--- config.mk ---
export PLATFORM = sky130hd
export DESIGN_NAME = avmm_pr_freeze_bridge
export DESIGN_NICKNAME = d
export VERILOG_FILES = /design/src/rtl/avmm_pr_freeze_bridge.sv
export SDC_FILE = /design/constraint.sdc
export NUM_CORES = 1
export LEC_CHECK = 0
export ABC_AREA = 1
export BUFFER_PORTS_ARGS = -buffer_cell sky130_fd_sc_hd__buf_2
export CORE_AREA = 2 2 106 97
export CTS_CLUSTER_DIAMETER = 100
export DETAILED_ROUTE_END_ITERATION = 10
export DIE_AREA = 0 0 108 99
export PLACE_DENSITY = 0.75
export SYNTH_ARGS = -nofsm -noshare
export SYNTH_HDL_FRONTEND = slang
export SYNTH_SLANG_ARGS = --single-unit
--- constraint.sdc ---
create_clock -name clk -period 2.55 [get_ports clk]
set_input_delay 0.255 -clock clk [delete_from_list [all_inputs] [get_ports clk]]
set_output_delay 0.255 -clock clk [all_outputs]
set_load 0.1 [all_outputs]
--- src/rtl/avmm_pr_freeze_bridge.sv ---
// Avalon-MM bridge between a partial-reconfiguration region and the static fabric.
// It holds one command at a time, tracks outstanding reads, and isolates the region on freeze request.
module avmm_pr_freeze_bridge #(
  parameter int unsigned ADDR_W      = 20,
  parameter int unsigned DATA_W      = 32,
  parameter int unsigned MAX_PENDING = 4
) (
  input  logic              clk,
  input  logic              rst,
  input  logic [ADDR_W-1:0] s_address,
  input  logic [DATA_W-1:0] s_writedata,
  input  logic              s_write,
  input  logic              s_read,
  output logic              s_waitrequest,
  output logic [DATA_W-1:0] s_readdata,
  output logic              s_readdatavalid,
  output logic [ADDR_W-1:0] m_address,
  output logic [DATA_W-1:0] m_writedata,
  output logic              m_write,
  output logic              m_read,
  input  logic              m_waitrequest,
  input  logic [DATA_W-1:0] m_readdata,
  input  logic              m_readdatavalid,
  input  logic              freeze_req,
  output logic              freeze_ack,
  output logic [7:0]        err_cnt
);

  typedef enum logic [1:0] {RUN, DRAIN, FROZEN} state_t;

  localparam logic [3:0] PEND_MAX = 4'(MAX_PENDING);

  state_t            state, state_nxt;
  logic              cmd_valid, cmd_is_read;
  logic [ADDR_W-1:0] cmd_addr;
  logic [DATA_W-1:0] cmd_data;
  logic [3:0]        pending, pending_nxt;
  logic [7:0]        err;
  logic [8:0]        err_sum;
  logic [1:0]        err_inc;
  logic              rdv;
  logic [DATA_W-1:0] rdata;
  logic              both, accept, issue, rd_issue, rsp_ok, rsp_bad;

  always_comb begin
    s_waitrequest = ~rst | (state != RUN) | cmd_valid | (pending == PEND_MAX);
    both          = (state == RUN) & s_read & s_write;
    accept        = (state == RUN) & (s_read ^ s_write) & ~s_waitrequest;
    issue         = cmd_valid & ~m_waitrequest;
    rd_issue      = issue & cmd_is_read;
    rsp_ok        = m_readdatavalid & (pending != '0);
    rsp_bad       = m_readdatavalid & (pending == '0);
    // A rejected dual strobe and a spurious response can land in the same cycle.
    err_inc       = {1'b0, both} + {1'b0, rsp_bad};
    err_sum       = {1'b0, err} + {7'b0, err_inc};
  end

  always_comb begin
    pending_nxt = pending;
    unique case ({rd_issue, rsp_ok})
      2'b10:   pending_nxt = pending + 4'd1;
      2'b01:   pending_nxt = pending - 4'd1;
      default: pending_nxt = pending;
    endcase
  end

  always_comb begin
    state_nxt = state;
    unique case (state)
      RUN:     if (freeze_req) state_nxt = DRAIN;
      DRAIN:   if (!cmd_valid && (pending == '0)) state_nxt = FROZEN;
      FROZEN:  if (!freeze_req) state_nxt = RUN;
      default: state_nxt = RUN;
    endcase
  end

  always_ff @(posedge clk or negedge rst) begin
    if (!rst) begin
      state       <= RUN;
      cmd_valid   <= 1'b0;
      cmd_is_read <= 1'b0;
      cmd_addr    <= '0;
      cmd_data    <= '0;
      pending     <= '0;
      err         <= '0;
      rdv         <= 1'b0;
      rdata       <= '0;
    end else begin
      state <= state_nxt;
      if (accept) begin
        cmd_valid   <= 1'b1;
        cmd_is_read <= s_read;
        cmd_addr    <= s_address;
        cmd_data    <= s_writedata;
      end else if (issue) begin
        cmd_valid <= 1'b0;
      end
      pending <= pending_nxt;
      err     <= err_sum[8] ? 8'hFF : err_sum[7:0];
      rdv     <= rsp_ok;
      if (rsp_ok) rdata <= m_readdata;
    end
  end

  assign m_read          = cmd_valid & cmd_is_read;
  assign m_write         = cmd_valid & ~cmd_is_read;
  assign m_address       = cmd_addr;
  assign m_writedata     = cmd_data;
  assign s_readdata      = rdata;
  assign s_readdatavalid = rdv;
  assign freeze_ack      = (state == FROZEN);
  assign err_cnt         = err;

endmodule

Yosys cells after proc, flatten, opt, wreduce, memory -nomap -nowiden:

Cells that the tools add are included.
W data, S select, Z words.

* register bits: 101
* output and inout port bits: 97
* input port bits: 91
* word-level logic and storage cells: 56

* reductions and logical operators: 9
* muxes and demuxes: 8
* bitwise logic cells: 18
* eq/ne operators: 8
* $add $sub $neg: 4

Operators with widths (number)
* $and A1 B1 Y1: 10
* $add A8 B2 Y9: 1
* $mux W8: 1
* $pmux W4 S2: 1
* $mux W2: 3
* $ne A2 B2 Y1 const B: 3
* $pmux W2 S3: 1
* $reduce_bool A2 Y1: 3
* $add A4 B1 Y4 const B: 1
* $eq A2 B1 Y1 const B: 2
* $eq A2 B2 Y1 const B: 2
* $eq A4 B3 Y1 const B: 1
* $logic_not A4 Y1: 1
* $not A1 Y1: 4
* $reduce_bool A4 Y1: 1
* $sub A4 B1 Y4 const B: 1
* $or A1 B1 Y1: 3
* $reduce_and A3 Y1: 1
* $add A1 B1 Y2: 1
* $logic_not A2 Y1: 1
* $mux W1: 2
* $logic_and A1 B1 Y1: 1
* $logic_not A1 Y1: 1
* $xor A1 B1 Y1: 1

Depth between registers and ports, before layout:

Gate-level depths: netlist (run 1).

* depth after elaboration: 7
* gate-level depth with buffers: 14

Worst setup path after synthesis (run 1):

OpenSTA, ideal clock, no wires.

* kind: flip-flop to flip-flop
* from: reg err[0], in the netlist err_cnt[0]
* to: reg err[6], in the netlist err_cnt[6]
* slack: 0.209 ns
* data arrival time: 2.209 ns
* path buffers: 0
* stages on the path, launching flop included: 9
* clock period less this slack: 2.341 ns
* data required time: 2.418 ns
* path through: dfrtp_1 inv_1 fa_1 inv_1 nand4_1 nor2_1 nand2_1 nand2_1 nand3_1

* longest elaborated chain between the ends: 2

Ends and longest elaborated chain
* start: declaration: RTL line 38 `logic [7:0] err;`
* start signal: assignment: RTL line 99 `err <= err_sum[8] ? 8'hFF : err_sum[7:0];`
* $add A8 B2 Y9: RTL line 55 `err_sum = {1'b0, err} + {7'b0, err_inc};`
* $mux W8: RTL line 99

Every way passes these cells.
A chain may end at the register's enable or synchronous reset.

Worst setup path after layout (run 1):

* from: reg pending[0]
* to: reg pending[2]

* longest elaborated chain between the ends: 4
* elaborated cells on any way between the ends: 8
* classes of those cells: add/sub (2); eq/ne (2); mux (1); bitwise (1); reduce/logical (2)

Ends and longest elaborated chain
* start: declaration: RTL line 37 `logic [3:0] pending, pending_nxt;`
* start signal: assignment: RTL line 98 `pending <= pending_nxt;`
* $reduce_bool A4 Y1: RTL line 51 `rsp_ok = m_readdatavalid & (pending != '0);`
* $and A1 B1 Y1: RTL line 51
* $eq A2 B1 Y1 / $eq A2 B2 Y1 (equally long branches): RTL line 60 `unique case ({rd_issue, rsp_ok})`
* $pmux W4 S2 / $reduce_bool A2 Y1 (equally long branches)

Parallel ways exist; a longest one is shown, timed or not.

==> results by group, run 1 <==
Cells and area
  – Fraction of final layout cells sized beyond drive strength 1: 33.4%
  – Multi-input gate area: 1240 um2
  – Fin nets: 742
  – # fillers: 891
  – Layout area overhead: 29.6%
  – Seq. cell area: 2530 um2
  – N_diodes: 0
  – Finished Core Util: 56.0%

STA
  – Final setup vio count: 0
  – WHS: -2.26 ps
  – Hold Fails Final Rpt: 1
  – Crit share post-route: 83.5%
  – Min cycle time layout: 2130 ps
  – Final worst slack: 421 ps
  – Rel. slew slack: 56.7%
  – Max Freq: 0.470 GHz
  – TNS Setup: 0 ps
  – RSZ-0062 raised after global routing: no
  – Final setup skew: 17.1 ps
  – Final slew viol count: 0
  – Measured slew at the worst slew-check pin: 650 ps

Floorplanning
  – Initial Util: 43.2%
  – Std cell rows: 34
  – Die Footprint: 10700 um2
  – Die Span Y: 99 um
  – IO Count: 188
  – Die width: 108 um
  – CORE AREA: 9570 um2

Logic synthesis
  – Top post-synthesis cells by area: dfrtp_1 61%, nand2_1 16%, inv_1 6.1%
  – FFs w/ async S/R, synth: 100%
  – Synth cell count leaders: 175 x nand2_1, 101 x dfrtp_1, 67 x inv_1, 29 x o21ai_1, 25 x o21ai_0
  – Netlist cell types: 26
  – Post-synthesis sequential area ratio: 61.2%
  – Synth top area share: 61.2%
  – EDFF count, synth: 0
  – Most frequent cell after synthesis: nand2_1
  – Ys flop type: dfrtp_1
  – Yosys warning count: 0
  – Area leader, netlist: dfrtp_1
  – Syn Area/Cell: 8.96 um2
  – FF+latch count, synth: 101
  – Synth Instances: 461
  – Synth Cell Area: 4130 um2
  – Synth Net Count: 556

Routing
  – Detail Route Antenna Nets: 0
  – Top layer in use: met4
  – Met3 routed WL: 827 um
  – Final WL: 9680 um
  – Pre-antenna DRT Iters: 5
  – Met1 WL: 4070 um
  – Metal2 WL: 4590 um
  – Avg WL per Cell: 12.4 um
  – Post-DR vias/cell: 4.62
  – DRC violations left: 0
  – DR iter-0 viols: 142
  – DR vias: 3595

Critical path
  – Startpoint Class: register
  – Top delay family on crit path: simple AND/OR/NAND/NOR gates
  – CP max stage delay: 440 ps
  – Worst Path Buf+Inv: 2
  – CP max stage cell: dfrtp_1
  – Arrival time of the worst setup path: 2410 ps
  – Setup slack, reg-to-reg: 420 ps
  – Worst Path Required: 2830 ps
  – CP Max Fanout: 4
  – Critical-path cell list: nor2_2 > nand3_1 > nand2_1 > inv_2 > ha_1 > nand2_1 > inv_1 > nor2_1 > ha_1 > a21oi_1 > or2_2 > a31oi_1
  – CP Capture Type: register
  – Setup Crit Path Kind: reg -> reg

Place
  – Post-place setup slack: 464 ps
  – Input/output buffers: 187
  – GPL Wtd Cong: 0.857
  – Dpl hpwl: 7140 um

GRT
  – GRT Overall Usage: 18.4%
  – Vias in the first global route: 3621
  – Largest net degree at the start of global routing: 70
  – First-pass GRT wire length: 15700 um
  – Total gr overflow: 0
  – Initial antenna violation count: 0

Clock network
  – Clock latency on the worst-skew pair: 360 ps
  – Clk sinks: 101
  – CTS buffer count: 9
  – CTS Hold Bufs: 0
  – Clock-pin slew on the worst setup and hold paths: 100 ps
  – Post-CTS setup buffer count: 0
  – H-Tree Depth: 3
  – Max clock buf depth: 2
  – Post_cts resized: 0
  – CTS tree: built
  – Clock Tree Root: clkbuf_8

Worst hold path
  – Tightest Hold Check Type: in -> async

Run status
  – Failing checks: negative hold slack
  – Status: complete, but fails checks

Job
  – Max cap viols: 0
cells in the final DEF (no fill, tap or decap):
master,instances
clkinv_4,3
ha_1,3
xor2_1,3
nand3_4,1
xnor2_1,3
a31oi_1,2
nand3b_1,1
clkbuf_1,1
buf_4,5
nor2_1,9
o21ai_2,4
nand4_1,4
a31o_2,1
nand3_1,8
a21oi_1,1
inv_1,67
nand2_1,175
o21ai_0,25
buf_2,186
o21ai_1,29
dfrtp_1,101
or2_2,1
clkbuf_8,10
inv_2,3
nor2_2,1
fa_1,1
buf_12,1
clkinv_2,2
o31ai_1,1
sequential cells by signal (all words and copies together), names as in the netlist:
signal	cells
s_readdatavalid	1
err_cnt	8
m_writedata	32
m_address	20
s_readdata	32
cmd_is_read	1
cmd_valid	1
state	2
pending	4
final timing paths:
| path | start | endpoint | depth (start not counted) |
|---|---|---|---|
| worst max-delay path | pending[0] | pending[2] | 12 |
| worst min-delay path | rst | err_cnt[6] | 2 |
| worst max register to register | pending[0] | pending[2] | 12 |
| worst min register to register | m_writedata[10] | m_writedata[10] | 2 |
| max in group asynchronous | rst | s_readdata[29] | 3 |
| min in group clk | m_readdata[23] | s_readdata[23] | 3 |
worst reg2reg max path, delay by kind of cell, from the launching register on:
family	cells	cell delay [ps]
AOI/OAI and AO/OA	2	210
DFF	1	440
and+or+nand+nor	6	930
adders and majority gates	2	390
buffers and inverters	2	80
stage by stage:
| step | instance area, um2 | instances | hold WS [ps] |
|---|---|---|---|
| after floorplan | 4130 | 461 | -40.6 |
| after global placement | 5180 | 762 | 405 |
| after detailed placement | 5180 | 762 | 416 |
| after CTS | 5360 | 778 | 5.28 |
| after global routing | 5360 | 778 | 29.3 |
| final | 5360 | 778 | -2.26 |
final cells by class:
| cell class | count | area share (%) |
|---|---|---|
| clock buffers | 11 | 2.64 |
| clock inverters | 5 | 0.677 |
| inverters | 70 | 4.91 |
| multi-input cells | 273 | 23.2 |
| flip-flops and latches | 101 | 47.2 |
| well taps | 126 | 2.94 |
| repair buffers | 192 | 18.5 |
cell families (layout without fill, tap and decap cells):
kind of cell,count (synthesis),after routing,synth area share (%)
buffers and inverters,87,278,8.93
adders and majority gates,4,4,1.39
DFF,101,101,61.2
xor gates and xnor gates,6,6,1.27
AOI/OAI and AO/OA,63,63,8.21
and+or+nand+nor,200,200,19.0
routing by layer:
layer	vias up	track usage (%)
met4	0	6.71
li1	1769	-
met1	1652	21.1
met5	-	0
met3	22	5.89
met2	152	32.1
Power of run 1 is left out: the tool's default activity adds up to more than one toggle a clock period on the data nets, which glitch-free logic cannot reach.
==> run 2: changes to the inputs <==
clock period = 2 ns   (was 2.55 ns; I/O delays follow)
==> run 2 against run 1 <==
Effect of this change:
- the run now ends clean
- die area is the same
- wire length grew 1.5%
- clock skew shrank 6.6 ps
- sequential share of layout area shrank 1.2 points
- core utilization grew 1.5 points
- flip-flop and latch count is the same
- non-clock buffer count grew 8
- highest routed layer unchanged
- critical endpoint unchanged
- register-to-register slack lost 340 ps
- global-route usage grew 0.50 points
==> results by group, run 2 (synthesis results as in run 1) <==
Clock network
  – Clock latency on the worst-skew pair: 350 ps
  – Max clock buf depth: 2
  – CTS tree: built
  – Clock Tree Root: clkbuf_8
  – Clock-pin slew on the worst setup and hold paths: 100 ps
  – Clk sinks: 101
  – CTS buffer count: 9
  – H-Tree Depth: 3

Cells and area
  – Most frequent cells in the layout: 186 x buf_2, 172 x nand2_1, 100 x dfrtp_1
  – Fraction of final layout cells sized beyond drive strength 1: 36.5%
  – Layout area overhead: 33.2%
  – N_diodes: 0
  – Fin nets: 750
  – Most common cell after layout, fill and taps aside: buf_2
  – # fillers: 895

Routing
  – Detail Route Antenna Nets: 0
  – Final WL: 9830 um
  – DR iter-0 viols: 154
  – DR vias: 3586
  – Avg WL per Cell: 12.5 um
  – Post-DR vias/cell: 4.57
  – DRC violations left: 0
  – Pre-antenna DRT Iters: 5

STA
  – Final setup skew: 10.5 ps
  – Measured slew at the worst slew-check pin: 665 ps
  – Crit share post-route: 96.0%
  – Rel. slew slack: 55.7%
  – Final setup vio count: 0
  – Min cycle time layout: 1920 ps
  – Max Freq: 0.521 GHz
  – Final slew viol count: 0
  – Hold Fails Final Rpt: 0
  – WHS: 28.1 ps

Critical path
  – Setup Crit Path Kind: reg -> reg
  – Top delay family on crit path: simple AND/OR/NAND/NOR gates
  – CP max stage cell: dfrtp_1
  – Worst Path Required: 2280 ps
  – Arrival time of the worst setup path: 2200 ps
  – Startpoint Class: register
  – CP max stage delay: 420 ps
  – Worst Path Buf+Inv: 2
  – CP Max Fanout: 4
  – CP Capture Type: register
  – Critical-path cell list: nor2_4 > nand3_2 > nand2_2 > inv_2 > ha_4 > nand2_1 > inv_1 > nor2_2 > ha_2 > a21oi_2 > or2_4 > a31oi_1

GRT
  – Largest net degree at the start of global routing: 55
  – First-pass GRT wire length: 15900 um
  – Total gr overflow: 0
  – Initial antenna violation count: 0
  – Vias in the first global route: 3448
  – GRT Overall Usage: 18.9%

Worst hold path
  – Tightest Hold Check Type: in -> reg

Floorplanning
  – Die Footprint: 10700 um2
  – Std cell rows: 34
  – CORE AREA: 9570 um2
  – IO Count: 188
  – Initial Util: 43.2%
  – Die width: 108 um
  – Die Span Y: 99 um

Job
  – Max cap viols: 0

Place
  – Dpl hpwl: 7350 um
  – Input/output buffers: 187
  – GPL Wtd Cong: 0.806

Run status
  – Status: complete, no violations
## run 2: changes by cell type in the layout (fill, tap and decap cells not counted), moves of 2 or more
cell | previous run | this run
buf_4 | 5 | 10
clkinv_4 | 3 | 0
clkinvlp_4 | 0 | 3
ha_1 | 3 | 1
inv_1 | 67 | 62
inv_2 | 3 | 7
nand2_1 | 175 | 172
nand2_2 | 0 | 3
nor2_1 | 9 | 7
nor2_4 | 0 | 2
## run 2: worst paths after layout
check / startpoint / to / slack, ps / cells after the start
setup / recovery: pending[1] / pending[2] / 80 / 12
hold / removal: m_readdata[12] / s_readdata[12] / 30 / 3
setup reg to reg: pending[1] / pending[2] / 80 / 12
hold reg to reg: m_writedata[9] / m_writedata[9] / 480 / 2
max in group asynchronous: rst / m_writedata[28] / 390 / 4
min in group asynchronous: rst / err_cnt[1] / 510 / 3
## run 2: through the flow
stage	cell area (um2)	std cells	util [%]	TNS, ps	setup slack, ps
global route	5500	784	57.5	-3.34	-3.34
detailed placement	5240	764	54.7	-80.9	-80.9
CTS	5450	780	57.0	0	10.1
floorplan	4160	461	-	-104	-104
global placement	5240	764	54.7	0	128
finish	5500	784	57.5	0	79.8
## run 2: metal layers
layer / global-route usage, % / vias up / share of wire [%] / wire length [um]
li1: - / 1794 / - / -
met1: 22.8 / 1647 / 40 / 3890
met2: 32.0 / 119 / 52 / 5100
met3: 5.29 / 26 / 5.9 / 575
met4: 7.40 / 0 / 2.7 / 264
met5: 0 / - / 0 / 0
## run 2: what timing repair did
item | CTS | global route
buffers inserted | 1 | 4
pin swaps | 1 | 7
gates cloned | 0 | 0
gates resized for setup | 3 | 10
endpoints found under the setup margin | 1 | 10
hold endpoints to repair | 47 | 0
hold buffers | 1 | 0
## run 2: worst min-delay path, delay by kind of cell
kind,cells,cell delay (ps)
buffers and inverters,1,70
AND/OR/NAND/NOR,2,80
## run 2: area by class of cell
cell class	instances	area (um2)	area share, %
tap	126	158	2.86
clock buffer	10	138	2.50
sequential	101	2530	46.0
timing repair buffer	200	1070	19.4
inverter	70	267	4.84
multi-input combinational	273	1290	23.5
clock inverter	4	50.0	0.909
Power of run 2 is left out for the same reason.
==> run 3: changes to the inputs <==
MAX_ROUTING_LAYER = met4   (was unset)
==> run 3 against run 2 <==
Effect of this change:
- wire length grew 0.33%
- hold slack about the same
- core utilization hardly changed
- non-clock buffer count unchanged
- largest cell class unchanged
- first-iteration DRC count rose by 22%
- critical path type unchanged
==> results by group, run 3 (synthesis results as in run 1) <==
Routing
  – Detail Route Antenna Nets: 0
  – Final WL: 9860 um
  – DR iter-0 viols: 188
  – DRC violations left: 0
  – DR vias: 3564
  – Post-DR vias/cell: 4.55
  – Pre-antenna DRT Iters: 5
  – Avg WL per Cell: 12.6 um

Cells and area
  – Most common cell after layout, fill and taps aside: buf_2
  – Fraction of final layout cells sized beyond drive strength 1: 36.3%
  – Fin nets: 750
  – Layout area overhead: 33.1%
  – N_diodes: 0
  – Most frequent cells in the layout: 186 x buf_2, 172 x nand2_1, 100 x dfrtp_1

Place
  – Input/output buffers: 187
  – Dpl hpwl: 7350 um
  – GPL Wtd Cong: 0.818

Critical path
  – CP Capture Type: register
  – Arrival time of the worst setup path: 2210 ps
  – Startpoint Class: register
  – Setup Crit Path Kind: reg -> reg
  – Worst Path Required: 2280 ps
  – CP Max Fanout: 4

Clock network
  – H-Tree Depth: 3
  – Clock-pin slew on the worst setup and hold paths: 90 ps
  – CTS buffer count: 9
  – Clk sinks: 101
  – CTS tree: built
  – Clock latency on the worst-skew pair: 350 ps
  – Clock Tree Root: clkbuf_8
  – Max clock buf depth: 2

GRT
  – Initial antenna violation count: 0
  – Vias in the first global route: 3443
  – Largest net degree at the start of global routing: 55
  – Total gr overflow: 0
  – GRT Overall Usage: 19.4%
  – First-pass GRT wire length: 15900 um

Floorplanning
  – Die width: 108 um
  – CORE AREA: 9570 um2
  – Die Span Y: 99 um
  – Die Footprint: 10700 um2
  – Std cell rows: 34
  – IO Count: 188
  – Initial Util: 43.2%

STA
  – WHS: 28.1 ps
  – Hold Fails Final Rpt: 0
  – Min cycle time layout: 1930 ps
  – Final slew viol count: 0
  – Crit share post-route: 96.6%
  – Rel. slew slack: 55.8%
  – Max Freq: 0.517 GHz
  – Final setup skew: 9.62 ps
  – Final setup vio count: 0
  – Measured slew at the worst slew-check pin: 663 ps

Run status
  – Status: complete, no violations

Worst hold path
  – Tightest Hold Check Type: in -> reg

Job
  – Max cap viols: 0
## run 3: routing by layer
| metal | up-vias | GRT usage, % | routed length [um] |
|---|---|---|---|
| li1 | 1794 | - | - |
| met1 | 1618 | 22.8 | 3950 |
| met2 | 123 | 32.1 | 5120 |
| met3 | 29 | 5.03 | 533 |
| met4 | 0 | 7.40 | 255 |
| met5 | - | - | 0 |
## run 3: path summary, 6_finish.rpt
kind	endpoint	slack, ps	from	cells past startpoint
worst max register to register	pending[2]	70	pending[1]	12
worst max-delay path	pending[2]	70	pending[1]	12
worst min register to register	m_writedata[7]	480	m_writedata[7]	2
min in group asynchronous	s_readdata[7]	520	rst	3
worst min-delay path	s_readdata[12]	30	m_readdata[12]	3
max in group asynchronous	m_address[1]	390	rst	4
## run 3: through the flow
step	setup WS, ps	instance area (um2)	util [%]	cells	TNS (ps)
6_report	67.5	5500	57.5	784	0
4_1_cts	10.1	5450	57.0	780	0
3_3_place_gp	128	5240	54.7	764	0
3_5_place_dp	-80.9	5240	54.7	764	-80.9
2_1_floorplan	-104	4160	-	461	-104
5_1_grt	-5.12	5500	57.5	784	-5.12
## run 3: worst max-delay path, stage by stage (launching register included)
cell     delay [ps]
dfrtp_1         420
nor2_4          140
nand3_2         100
nand2_2          80
inv_2            50
ha_4            160
nand2_1          60
inv_1            50
nor2_2          130
ha_2            200
a21oi_1          60
or2_4           270
a31oi_1         120
## run 3: final cells by class
type                            count  area [um2]
Fill cell                         897        4070
Tap cell                          126         158
Inverter                           70         267
Clock buffer                       10         138
Sequential cell                   101        2530
Clock inverter                      4        50.0
Timing Repair Buffer              200        1070
Multi-Input combinational cell    273        1290
## run 3: repair_timing
action / in CTS / in global routing
pin swaps: 1 / 5
hold buffers: 1 / 0
gates resized for setup: 3 / 9
endpoints found under the hold margin: 47 / 0
endpoints found under the setup margin: 1 / 10
buffers inserted: 1 / 4
Power of run 3 is left out for the same reason.
